==> src/rtl/rip_ma_stage_if.sv <==
`default_nettype none
// ============================================================================
// Module   : rip_ma_stage_if
// Purpose  : Request/grant/rvalid data-memory port of the rip MA stage.
// Revision : 1.0  initial release
// ============================================================================
interface rip_ma_stage_if;
   logic        req;
   logic        we;
   logic [31:0] addr;
   logic [3:0]  wstrb;
   logic [31:0] wdata;
   logic        gnt;
   logic        rvalid;
   logic [31:0] rdata;

   modport master (
      output req, we, addr, wstrb, wdata,
      input  gnt, rvalid, rdata
   );

   modport slave (
      input  req, we, addr, wstrb, wdata,
      output gnt, rvalid, rdata
   );
endinterface
`default_nettype wire

==> src/rtl/rip_ma_stage.sv <==
`default_nettype none
// ============================================================================
// Module   : rip_ma_stage
// Purpose  : rip memory-access stage: load/store bus traffic, load realignment
//            and register-file write port. Optional RIP_MA_MISALIGN_TRAP_EN
//            turns misaligned half/word accesses into a trap pulse.
// Revision : 1.0  initial release
// ============================================================================
module rip_ma_stage #(
   parameter int unsigned TIMEOUT_CYCLES = 255
) (
   input  logic           clk,
   input  logic           rst,
   input  logic           ex_valid_i,
   output logic           ex_ready_o,
   input  logic [4:0]     ex_rd_num_i,
   input  logic           ex_wb_en_i,
   input  logic [1:0]     ex_mem_op_i,
   input  logic [2:0]     ex_funct3_i,
   input  logic [31:0]    ex_alu_result_i,
   input  logic [31:0]    ex_store_data_i,
   rip_ma_stage_if.master dmem,
   output logic [4:0]     ma_rd_num_o,
   output logic           wen_o,
   output logic [31:0]    wdata_o,
   output logic           ma_bus_err_o,
   output logic           ma_misalign_o
);

   localparam logic [1:0]  c_S_IDLE   = 2'd0;
   localparam logic [1:0]  c_S_REQ    = 2'd1;
   localparam logic [1:0]  c_S_WAIT   = 2'd2;
   localparam logic [1:0]  c_SZ_B     = 2'd0;
   localparam logic [1:0]  c_SZ_H     = 2'd1;
   localparam logic [1:0]  c_SZ_W     = 2'd2;
   localparam logic [1:0]  c_OP_LOAD  = 2'd1;
   localparam logic [1:0]  c_OP_STORE = 2'd2;
   localparam logic [15:0] c_TMO_LAST = 16'(TIMEOUT_CYCLES - 1);

   logic [1:0]  state_q, state_d;
   logic [15:0] cnt_q, cnt_d;
   logic        is_store_q, is_store_d;
   logic [1:0]  size_q, size_d;
   logic        unsigned_q, unsigned_d;
   logic [1:0]  lane_q, lane_d;
   logic [4:0]  rd_q, rd_d;
   logic        req_q, req_d;
   logic        we_q, we_d;
   logic [31:0] addr_q, addr_d;
   logic [3:0]  wstrb_q, wstrb_d;
   logic [31:0] sdata_q, sdata_d;
   logic [4:0]  rd_num_q, rd_num_d;
   logic        wen_q, wen_d;
   logic [31:0] wdata_q, wdata_d;
   logic        bus_err_q, bus_err_d;
   logic        misalign_q, misalign_d;

   logic        w_accept;
   logic        w_is_mem;
   logic [1:0]  w_size;
   logic [1:0]  w_lane;
   logic        w_trap;
   logic [3:0]  w_strb;
   logic [31:0] w_sdata;
   logic        w_timeout;
   logic [15:0] w_shifted;
   logic [31:0] w_load;

   assign w_accept  = ex_valid_i && (state_q == c_S_IDLE);
   assign w_is_mem  = (ex_mem_op_i == c_OP_LOAD) || (ex_mem_op_i == c_OP_STORE);
   assign w_timeout = (cnt_q == c_TMO_LAST);

   // Store widths use the plain funct3 code; loads ignore the unsigned bit.
   always_comb begin
      w_size = c_SZ_W;
      if (ex_mem_op_i == c_OP_STORE) begin
         if (ex_funct3_i == 3'b000)      w_size = c_SZ_B;
         else if (ex_funct3_i == 3'b001) w_size = c_SZ_H;
      end else begin
         if (ex_funct3_i[1:0] == 2'b00)      w_size = c_SZ_B;
         else if (ex_funct3_i[1:0] == 2'b01) w_size = c_SZ_H;
      end
   end

   always_comb begin
      w_lane  = 2'b00;
      w_strb  = 4'b1111;
      w_sdata = ex_store_data_i;
      case (w_size)
         c_SZ_B: begin
            w_lane  = ex_alu_result_i[1:0];
            w_strb  = 4'b0001 << w_lane;
            w_sdata = {4{ex_store_data_i[7:0]}};
         end
         c_SZ_H: begin
            w_lane  = {ex_alu_result_i[1], 1'b0};
            w_strb  = 4'b0011 << w_lane;
            w_sdata = {2{ex_store_data_i[15:0]}};
         end
         default: ;
      endcase
   end

`ifdef RIP_MA_MISALIGN_TRAP_EN
   assign w_trap = ((w_size == c_SZ_H) && ex_alu_result_i[0]) ||
                   ((w_size == c_SZ_W) && (ex_alu_result_i[1:0] != 2'b00));
`else
   assign w_trap = 1'b0;
`endif

   assign w_shifted = 16'(dmem.rdata >> {lane_q, 3'b000});

   always_comb begin
      case (size_q)
         c_SZ_B:  w_load = unsigned_q ? {24'd0, w_shifted[7:0]}
                                      : {{24{w_shifted[7]}}, w_shifted[7:0]};
         c_SZ_H:  w_load = unsigned_q ? {16'd0, w_shifted}
                                      : {{16{w_shifted[15]}}, w_shifted};
         default: w_load = dmem.rdata;
      endcase
   end

   always_comb begin
      state_d    = state_q;
      cnt_d      = (state_q == c_S_IDLE) ? 16'd0 : cnt_q + 16'd1;
      is_store_d = is_store_q;
      size_d     = size_q;
      unsigned_d = unsigned_q;
      lane_d     = lane_q;
      rd_d       = rd_q;
      req_d      = req_q;
      we_d       = we_q;
      addr_d     = addr_q;
      wstrb_d    = wstrb_q;
      sdata_d    = sdata_q;
      rd_num_d   = rd_num_q;
      wen_d      = 1'b0;
      wdata_d    = wdata_q;
      bus_err_d  = 1'b0;
      misalign_d = 1'b0;

      case (state_q)
         c_S_IDLE: begin
            if (w_accept) begin
               if (w_is_mem && w_trap) begin
                  misalign_d = 1'b1;
               end else if (w_is_mem) begin
                  state_d    = c_S_REQ;
                  is_store_d = (ex_mem_op_i == c_OP_STORE);
                  size_d     = w_size;
                  unsigned_d = ex_funct3_i[2];
                  lane_d     = w_lane;
                  rd_d       = ex_rd_num_i;
                  req_d      = 1'b1;
                  we_d       = (ex_mem_op_i == c_OP_STORE);
                  addr_d     = {ex_alu_result_i[31:2], 2'b00};
                  wstrb_d    = (ex_mem_op_i == c_OP_STORE) ? w_strb : 4'b0000;
                  sdata_d    = (ex_mem_op_i == c_OP_STORE) ? w_sdata : 32'd0;
               end else begin
                  wen_d    = ex_wb_en_i && (ex_rd_num_i != 5'd0);
                  wdata_d  = ex_alu_result_i;
                  rd_num_d = ex_rd_num_i;
               end
            end
         end
         c_S_REQ: begin
            // A grant in the same cycle as the timeout still completes the access.
            if (dmem.gnt) begin
               req_d   = 1'b0;
               we_d    = 1'b0;
               state_d = is_store_q ? c_S_IDLE : c_S_WAIT;
            end else if (w_timeout) begin
               req_d     = 1'b0;
               we_d      = 1'b0;
               bus_err_d = 1'b1;
               state_d   = c_S_IDLE;
            end
         end
         c_S_WAIT: begin
            if (dmem.rvalid) begin
               state_d  = c_S_IDLE;
               wen_d    = (rd_q != 5'd0);
               wdata_d  = w_load;
               rd_num_d = rd_q;
            end else if (w_timeout) begin
               bus_err_d = 1'b1;
               state_d   = c_S_IDLE;
            end
         end
         default: state_d = c_S_IDLE;
      endcase
   end

   always_ff @(posedge clk) begin
      if (rst) begin
         state_q    <= c_S_IDLE;
         cnt_q      <= '0;
         is_store_q <= 1'b0;
         size_q     <= '0;
         unsigned_q <= 1'b0;
         lane_q     <= '0;
         rd_q       <= '0;
         req_q      <= 1'b0;
         we_q       <= 1'b0;
         addr_q     <= '0;
         wstrb_q    <= '0;
         sdata_q    <= '0;
         rd_num_q   <= '0;
         wen_q      <= 1'b0;
         wdata_q    <= '0;
         bus_err_q  <= 1'b0;
         misalign_q <= 1'b0;
      end else begin
         state_q    <= state_d;
         cnt_q      <= cnt_d;
         is_store_q <= is_store_d;
         size_q     <= size_d;
         unsigned_q <= unsigned_d;
         lane_q     <= lane_d;
         rd_q       <= rd_d;
         req_q      <= req_d;
         we_q       <= we_d;
         addr_q     <= addr_d;
         wstrb_q    <= wstrb_d;
         sdata_q    <= sdata_d;
         rd_num_q   <= rd_num_d;
         wen_q      <= wen_d;
         wdata_q    <= wdata_d;
         bus_err_q  <= bus_err_d;
         misalign_q <= misalign_d;
      end
   end

   assign ex_ready_o    = (state_q == c_S_IDLE);
   assign dmem.req      = req_q;
   assign dmem.we       = we_q;
   assign dmem.addr     = addr_q;
   assign dmem.wstrb    = wstrb_q;
   assign dmem.wdata    = sdata_q;
   assign ma_rd_num_o   = rd_num_q;
   assign wen_o         = wen_q;
   assign wdata_o       = wdata_q;
   assign ma_bus_err_o  = bus_err_q;
   assign ma_misalign_o = misalign_q;

endmodule
`default_nettype wire

==> src/flat_wrapper.sv <==
// flat-port wrapper written by rule: the top's interface ports become plain ports
module rip_ma_stage_flat 
#(
   parameter int unsigned TIMEOUT_CYCLES = 255
)
  (clk, rst, ex_valid_i, ex_ready_o, ex_rd_num_i, ex_wb_en_i, ex_mem_op_i, ex_funct3_i, ex_alu_result_i, ex_store_data_i, ma_rd_num_o, wen_o, wdata_o, ma_bus_err_o, ma_misalign_o, dmem_req, dmem_we, dmem_addr, dmem_wstrb, dmem_wdata, dmem_gnt, dmem_rvalid, dmem_rdata);
  rip_ma_stage_if dmem_i ();
  input  logic clk;
  input  logic rst;
  input  logic ex_valid_i;
  output logic ex_ready_o;
  input  logic [4:0] ex_rd_num_i;
  input  logic ex_wb_en_i;
  input  logic [1:0] ex_mem_op_i;
  input  logic [2:0] ex_funct3_i;
  input  logic [31:0] ex_alu_result_i;
  input  logic [31:0] ex_store_data_i;
  output logic [4:0] ma_rd_num_o;
  output logic wen_o;
  output logic [31:0] wdata_o;
  output logic ma_bus_err_o;
  output logic ma_misalign_o;
  output wire logic [$bits(dmem_i.req)-1:0] dmem_req;
  output wire logic [$bits(dmem_i.we)-1:0] dmem_we;
  output wire logic [$bits(dmem_i.addr)-1:0] dmem_addr;
  output wire logic [$bits(dmem_i.wstrb)-1:0] dmem_wstrb;
  output wire logic [$bits(dmem_i.wdata)-1:0] dmem_wdata;
  input wire logic [$bits(dmem_i.gnt)-1:0] dmem_gnt;
  input wire logic [$bits(dmem_i.rvalid)-1:0] dmem_rvalid;
  input wire logic [$bits(dmem_i.rdata)-1:0] dmem_rdata;
  assign dmem_req = dmem_i.req;
  assign dmem_we = dmem_i.we;
  assign dmem_addr = dmem_i.addr;
  assign dmem_wstrb = dmem_i.wstrb;
  assign dmem_wdata = dmem_i.wdata;
  assign dmem_i.gnt = dmem_gnt;
  assign dmem_i.rvalid = dmem_rvalid;
  assign dmem_i.rdata = dmem_rdata;
  rip_ma_stage #(.TIMEOUT_CYCLES(TIMEOUT_CYCLES)) u_core (.clk(clk), .rst(rst), .ex_valid_i(ex_valid_i), .ex_ready_o(ex_ready_o), .ex_rd_num_i(ex_rd_num_i), .ex_wb_en_i(ex_wb_en_i), .ex_mem_op_i(ex_mem_op_i), .ex_funct3_i(ex_funct3_i), .ex_alu_result_i(ex_alu_result_i), .ex_store_data_i(ex_store_data_i), .dmem(dmem_i), .ma_rd_num_o(ma_rd_num_o), .wen_o(wen_o), .wdata_o(wdata_o), .ma_bus_err_o(ma_bus_err_o), .ma_misalign_o(ma_misalign_o));
endmodule
==> config.mk <==
export PLATFORM = sky130hd
export DESIGN_NAME = rip_ma_stage_flat
export DESIGN_NICKNAME = d
export VERILOG_FILES = /design/src/rtl/rip_ma_stage_if.sv /design/src/rtl/rip_ma_stage.sv /design/src/flat_wrapper.sv
export SDC_FILE = /design/constraint.sdc
export NUM_CORES = 1
export LEC_CHECK = 0
export CAP_MARGIN = 20
export CORE_MARGIN = 2
export CORE_UTILIZATION = 47
export CTS_CLUSTER_SIZE = 30
export DETAILED_ROUTE_END_ITERATION = 10
export DONT_BUFFER_PORTS = 1
export HOLD_SLACK_MARGIN = 0.03
export PLACE_DENSITY_LB_ADDON = 0.12
export SETUP_SLACK_MARGIN = 0.05
export SLEW_MARGIN = 5
export SYNTH_ARGS = -nofsm -noshare
export SYNTH_HDL_FRONTEND = slang
export SYNTH_SLANG_ARGS = --single-unit
==> constraint.sdc <==
create_clock -name clk -period 2.3 [get_ports clk]
set_input_delay 0.345 -clock clk [delete_from_list [all_inputs] [get_ports clk]]
set_output_delay 0.345 -clock clk [all_outputs]
set_load 0.005 [all_outputs]
==> results of run 1 <==
[final cells by class]
class | count | area share (%)
sequential | 136 | 38.3
inverter | 13 | 0.686
tap | 176 | 3.10
multi-input combinational | 564 | 47.0
timing repair buffer | 23 | 2.97
clock inverter | 8 | 0.985
antenna | 1 | 0.0352
clock buffer | 24 | 6.92
[power by group]
| part | switching [mW] | internal, mW | leakage [nW] | total [mW] |
|---|---|---|---|---|
| clock | 0.992 | 1.59 | 0.276 | 2.58 |
| combinational | 0.455 | 0.276 | 1.06 | 0.731 |
| sequential | 0.130 | 2.51 | 1.11 | 2.64 |
[path summary, 6_finish.rpt]
path	startpoint	to	slack, ps	cells after the start
min	rst	u_core.wdata_o[11]	50	1
max reg2reg	u_core.state_q[0]	u_core.wdata_o[9]	160	7
min reg2reg	u_core.is_store_q	u_core.is_store_q	460	2
max	u_core.state_q[0]	u_core.wdata_o[9]	160	7
[routing by layer]
layer | GRT usage, % | up-vias
li1 | - | 2737
met1 | 33.2 | 2638
met2 | 39.1 | 244
met3 | 9.62 | 35
met4 | 10.2 | 0
met5 | 0 | -
[placed cells by master, fill, tap and decap left out, types with 9 or more instances in the layout]
| cell type | count |
|---|---|
| nor2_1 | 68 |
| buf_4 | 19 |
| nor3_1 | 18 |
| clkbuf_16 | 17 |
| dfxtp_1 | 136 |
| o21ai_0 | 31 |
| inv_1 | 12 |
| a21oi_1 | 79 |
| a31oi_1 | 9 |
| nand3_1 | 16 |
| a2bb2oi_1 | 15 |
| o211ai_1 | 9 |
| mux2i_1 | 37 |
| a211oi_1 | 47 |
| nand3b_1 | 18 |
| nand2_1 | 123 |
| nand2b_1 | 12 |
[flip-flops by register name, indices dropped and copies added (netlist names), 2 cells and up]
register and count:
u_core.dmem.wdata 32, u_core.wdata_o 32, u_core.dmem.addr 30, u_core.cnt_q 16, u_core.ma_rd_num_o 5, u_core.rd_q 5
u_core.dmem.wstrb 4, u_core.lane_q 2, u_core.size_q 2, u_core.state_q 2
[stage by stage]
step	util, %	total power, mW	std cells	setup slack (ps)	hold WS, ps
CTS	53.6	6.00	944	89.4	32.9
global placement	49.1	3.35	910	81.8	424
detailed placement	49.1	3.37	910	5.62	427
floorplan	-	3.22	781	265	433
finish	53.7	5.95	945	160	51.7
global route	53.7	6.21	944	84.7	41.6
[critical path, cell delays in order, from the launching register on]
cell,delay [ps]
dfxtp_1,340
inv_1,120
ha_2,220
buf_6,320
inv_1,270
a31o_2,340
a31oi_1,250
o41ai_1,110
[timing repair]
action                     CTS  global route
gates cloned                 0             0
hold endpoints to repair    91             0
resized for setup            2             2
setup endpoints to repair   19            29
hold buffers                 2             0
[logic make-up after synthesis]
kind of cell / after synthesis / synth area share (%)
XOR/XNOR: 10 / 1.37
other: 1 / 0.0587
multiplexers: 39 / 6.36
buffers and inverters: 81 / 5.46
flip-flops: 136 / 42.6
adder cells (fa/ha/maj): 7 / 1.37
AO/OA/AOI/OAI: 221 / 22.2
AND/OR/NAND/NOR: 284 / 20.5
==> results.json, run 1 <==
{
  "ys_seq_elements": 136,
  "route.met3.wl_mm": 1.77,
  "synth_area_per_cell_um2": 8.20,
  "max_freq_mhz": 467,
  "synthTopCellsByArea": "dfxtp_1 (43%), nand2_1 (7.2%), a21oi_1 (6.3%)",
  "peakVddDrop_v": 0.000505,
  "slew_headroom_pct": 52.3,
  "synthesis.area_um2": 6390,
  "ant_nets": 0,
  "yosysUniqueCellTypes": 53,
  "grt_pass1_wl_mm": 29.5,
  "die_w_um": 121,
  "via_count": 5654,
  "core_um2": 13200,
  "antenna_found_initial": 0,
  "grt_max_degree": 92,
  "multi_input_area_um2": 3340,
  "cts.clk_slew.worst_paths_ps": 60,
  "drive_gt1_share_pct": 8.85,
  "grt_pass1_vias": 5401,
  "cts-root-buf": "clkbuf_16",
  "ys_seq_area_share_pct": 42.6,
  "clk_latency_ps": 420,
  "final_area_um2": 7110,
  "fin_skew_ps": 5.70,
  "yosysWarningCount": 0,
  "critPathCaptureType": "register",
  "first_pass_iters": 5,
  "die_y_um": 121,
  "highest_layer": "met4",
  "yosysMostFrequentCell": "dfxtp_1",
  "setup_tns_ps": 0,
  "first_iter_violations": 423,
  "syn2layout_area_growth_pct": 11.3,
  "wl_met2_mm": 8.58,
  "cp.arrival_ps": 2420,
  "worst_pin_slew_ps": 714,
  "hold_violations": 0,
  "drc": 0,
  "timing.final.crit_share_pct": 93.1,
  "gr-total-overflow": 0,
  "ios": 223,
  "p_leak_nw": 2.45,
  "die-area_um2": 14500,
  "syn_inst": 779,
  "htreeDepth": 4,
  "cts_buffer_depth": 2,
  "post-dp-hpwl_mm": 13.4,
  "crit_type": "reg2reg",
  "synth_largest_type_area_fraction_pct": 42.6,
  "ys_async_sr_fraction_pct": 0,
  "synth_top_cell_by_area": "dfxtp_1",
  "worst_setup_path_start_kind": "register",
  "gp_congestion": 0.853,
  "path_max_fanout": 43,
  "wl_mm": 18.9,
  "rsz0062_at_grt": "no",
  "start_util_pct": 48.3,
  "synth_ff_type": "dfxtp_1",
  "status": "complete, no violations",
  "wl_per_cell_um": 20.0,
  "seqCellArea_um2": 2720,
  "track_usage_pct": 25.8,
  "max_cap_violations": 0,
  "powerDensity_nw_per_um2": 837,
  "avgViaCountPerCell": 5.98,
  "placementRows": 42,
  "synth_common_cells": "dfxtp_1 (136), nand2_1 (123), a21oi_1 (80)",
  "place_area_um2": 6500,
  "post_cts_buffers": 0,
  "num-fill-cells": 1281,
  "hp-class": "in2reg",
  "cts_buffers": 17,
  "cts_tree": "built",
  "finalNetCount": 874,
  "setup_viol": 0,
  "met1Wirelength_mm": 8.14,
  "fin_crit_ps": 2140,
  "worstPathRequired_ps": 2580,
  "slew_viol_final": 0,
  "port_buffers": 0,
  "cts.sinks": 136,
  "synth_edf_count": 0
}
No activity file was read; power rests on OpenSTA's default activity.
==> run 2: changes to the inputs <==
- CTS_BUF_LIST: not set -> sky130_fd_sc_hd__clkbuf_4 sky130_fd_sc_hd__clkbuf_8
==> run 2 against run 1 <==
  * Critical path depth stayed put
  * Cell count is 3.9% higher
  * Fmax is 1.2% higher
  * First-iteration DRC count is 19% higher
  * Worst setup slack better by 26 ps
  * Power is 11% lower
  * Register-to-register slack better by 30 ps
  * Clock power is 26% lower
  * Largest power group unchanged
  * Wire length is 1.2% higher
  * Final area is 2.7% higher
  * Utilization is 1.4 points higher
  * Hold slack better by 6.6 ps
==> results.json, run 2 (same netlist as run 1, synthesis figures left out) <==
{
  "avgViaCountPerCell": 5.86,
  "rsz0062_at_grt": "no",
  "worstPathRequired_ps": 2620,
  "peakVddDrop_v": 0.000486,
  "fin_skew_ps": 6.84,
  "post_cts_buffers": 0,
  "combinationalPowerShare_pct": 14.8,
  "syn2layout_area_growth_pct": 14.2,
  "setup_tns_ps": 0,
  "p_total_mw": 5.31,
  "ant_nets": 0,
  "hold_depth": 2,
  "power_frac_seq_pct": 49.5,
  "final_area_um2": 7300,
  "p_leak_nw": 2.52,
  "post-dp-hpwl_mm": 13.4,
  "start_util_pct": 48.3,
  "rr_worst_depth": 7,
  "die_w_um": 121,
  "cts_buffers": 17,
  "crit_type": "reg2reg",
  "place_inst": 910,
  "first_iter_violations": 503,
  "most-common-layout-cells": "dfxtp_1 (136), nand2_1 (123), a21oi_1 (79)",
  "clk_latency_ps": 450,
  "p_switching_mw": 1.50,
  "first_pass_iters": 5,
  "antenna_found_initial": 0,
  "powerDensity_nw_per_um2": 727,
  "port_buffers": 0,
  "path_max_fanout": 43,
  "grt_max_degree": 102,
  "grt_pass1_vias": 5512,
  "track_usage_pct": 26.4,
  "setup_viol": 0,
  "intPower_mw": 3.82,
  "slew_headroom_pct": 53.9,
  "layout_setup_ws_ps": 186,
  "die-area_um2": 14500,
  "status": "complete, no violations",
  "finalNetCount": 911,
  "timing.final.crit_share_pct": 91.9,
  "critPathCaptureType": "register",
  "worst_setup_path_start_kind": "register",
  "cts_buffer_depth": 2,
  "timing.hold.ws_ps": 58.3,
  "cts.sinks": 136,
  "hold_violations": 0,
  "die_y_um": 121,
  "place_area_um2": 6500,
  "cts_tree": "built",
  "swShare_pct": 28.2,
  "fin_crit_ps": 2110,
  "ios": 223,
  "gp_congestion": 0.853,
  "pwr-share-clk_pct": 35.7,
  "fin_util_pct": 55.1,
  "max_freq_mhz": 473,
  "final_cells": 982,
  "hp-class": "in2reg",
  "placementRows": 42,
  "grt_pass1_wl_mm": 30.0,
  "htreeDepth": 4,
  "cts.clk_slew.worst_paths_ps": 80,
  "num-fill-cells": 1269,
  "pre_cts_slack_ps": 5.62,
  "wl_per_cell_um": 19.5,
  "cp.arrival_ps": 2430,
  "drc": 0,
  "via_count": 5752,
  "slew_viol_final": 0,
  "cts-root-buf": "clkbuf_8",
  "gr-total-overflow": 0,
  "core_um2": 13200,
  "worst_pin_slew_ps": 690,
  "max_cap_violations": 0,
  "drive_gt1_share_pct": 8.82,
  "wl_mm": 19.1,
  "final_common_cell": "dfxtp_1"
}
[run 2: cell types whose count changed in the layout (fill, tap and decap cells not counted)]
cell	previous run	this run
clkbuf_8	4	21
dlygate4sd3_1	1	38
clkbuf_16	17	0
clkbuf_4	0	3
clkbuf_1	3	0
[run 2: timing repair]
| action | CTS | global route |
|---|---|---|
| hold buffers | 39 | 0 |
| endpoints found under the setup margin | 21 | 30 |
| hold endpoints to repair | 101 | 0 |
| pin swaps | 0 | 0 |
| gates resized for setup | 2 | 2 |
[run 2: final cells by class]
| cell class | count | area (µm²) | share of cell area [%] |
|---|---|---|---|
| Multi-Input combinational cell | 564 | 3340 | 45.8 |
| Sequential cell | 136 | 2720 | 37.3 |
| Timing Repair Buffer | 60 | 582 | 7.97 |
| Clock buffer | 24 | 312 | 4.27 |
| Tap cell | 176 | 220 | 3.02 |
| Clock inverter | 8 | 70.1 | 0.960 |
| Inverter | 13 | 48.8 | 0.668 |
| Antenna cell | 1 | 2.50 | 0.0343 |
[run 2: final timing paths]
check | from | endpoint | slack (ps)
worst min register to register | u_core.is_store_q | u_core.is_store_q | 460
worst max register to register | u_core.state_q[0] | u_core.wdata_o[9] | 190
worst max-delay path | u_core.state_q[0] | u_core.wdata_o[9] | 190
worst min-delay path | ex_alu_result_i[23] | u_core.dmem.addr[23] | 60
[run 2: power groups by stage]
stage | Combinational [mW] | Clock [mW] | Sequential, mW
after global placement | 0.668 | 0 | 2.68
after CTS | 0.780 | 1.94 | 2.63
final | 0.784 | 1.90 | 2.63
after floorplan | 0.585 | 0 | 2.64
after detailed placement | 0.689 | 0 | 2.68
after global routing | 0.875 | 2.06 | 2.65
[run 2: worst max-delay path, cell delays in order (launching register included)]
cell	delay (ps)
dfxtp_1	340
inv_1	110
ha_2	220
buf_6	320
inv_1	270
a31o_2	340
a31oi_1	250
o41ai_1	110
[run 2: metal layers]
layer  part of all wire [%]  GRT usage (%)
met2                     45           39.5
met4                    2.6           11.5
met5                      0              0
met3                    8.9           10.1
met1                     44           33.8
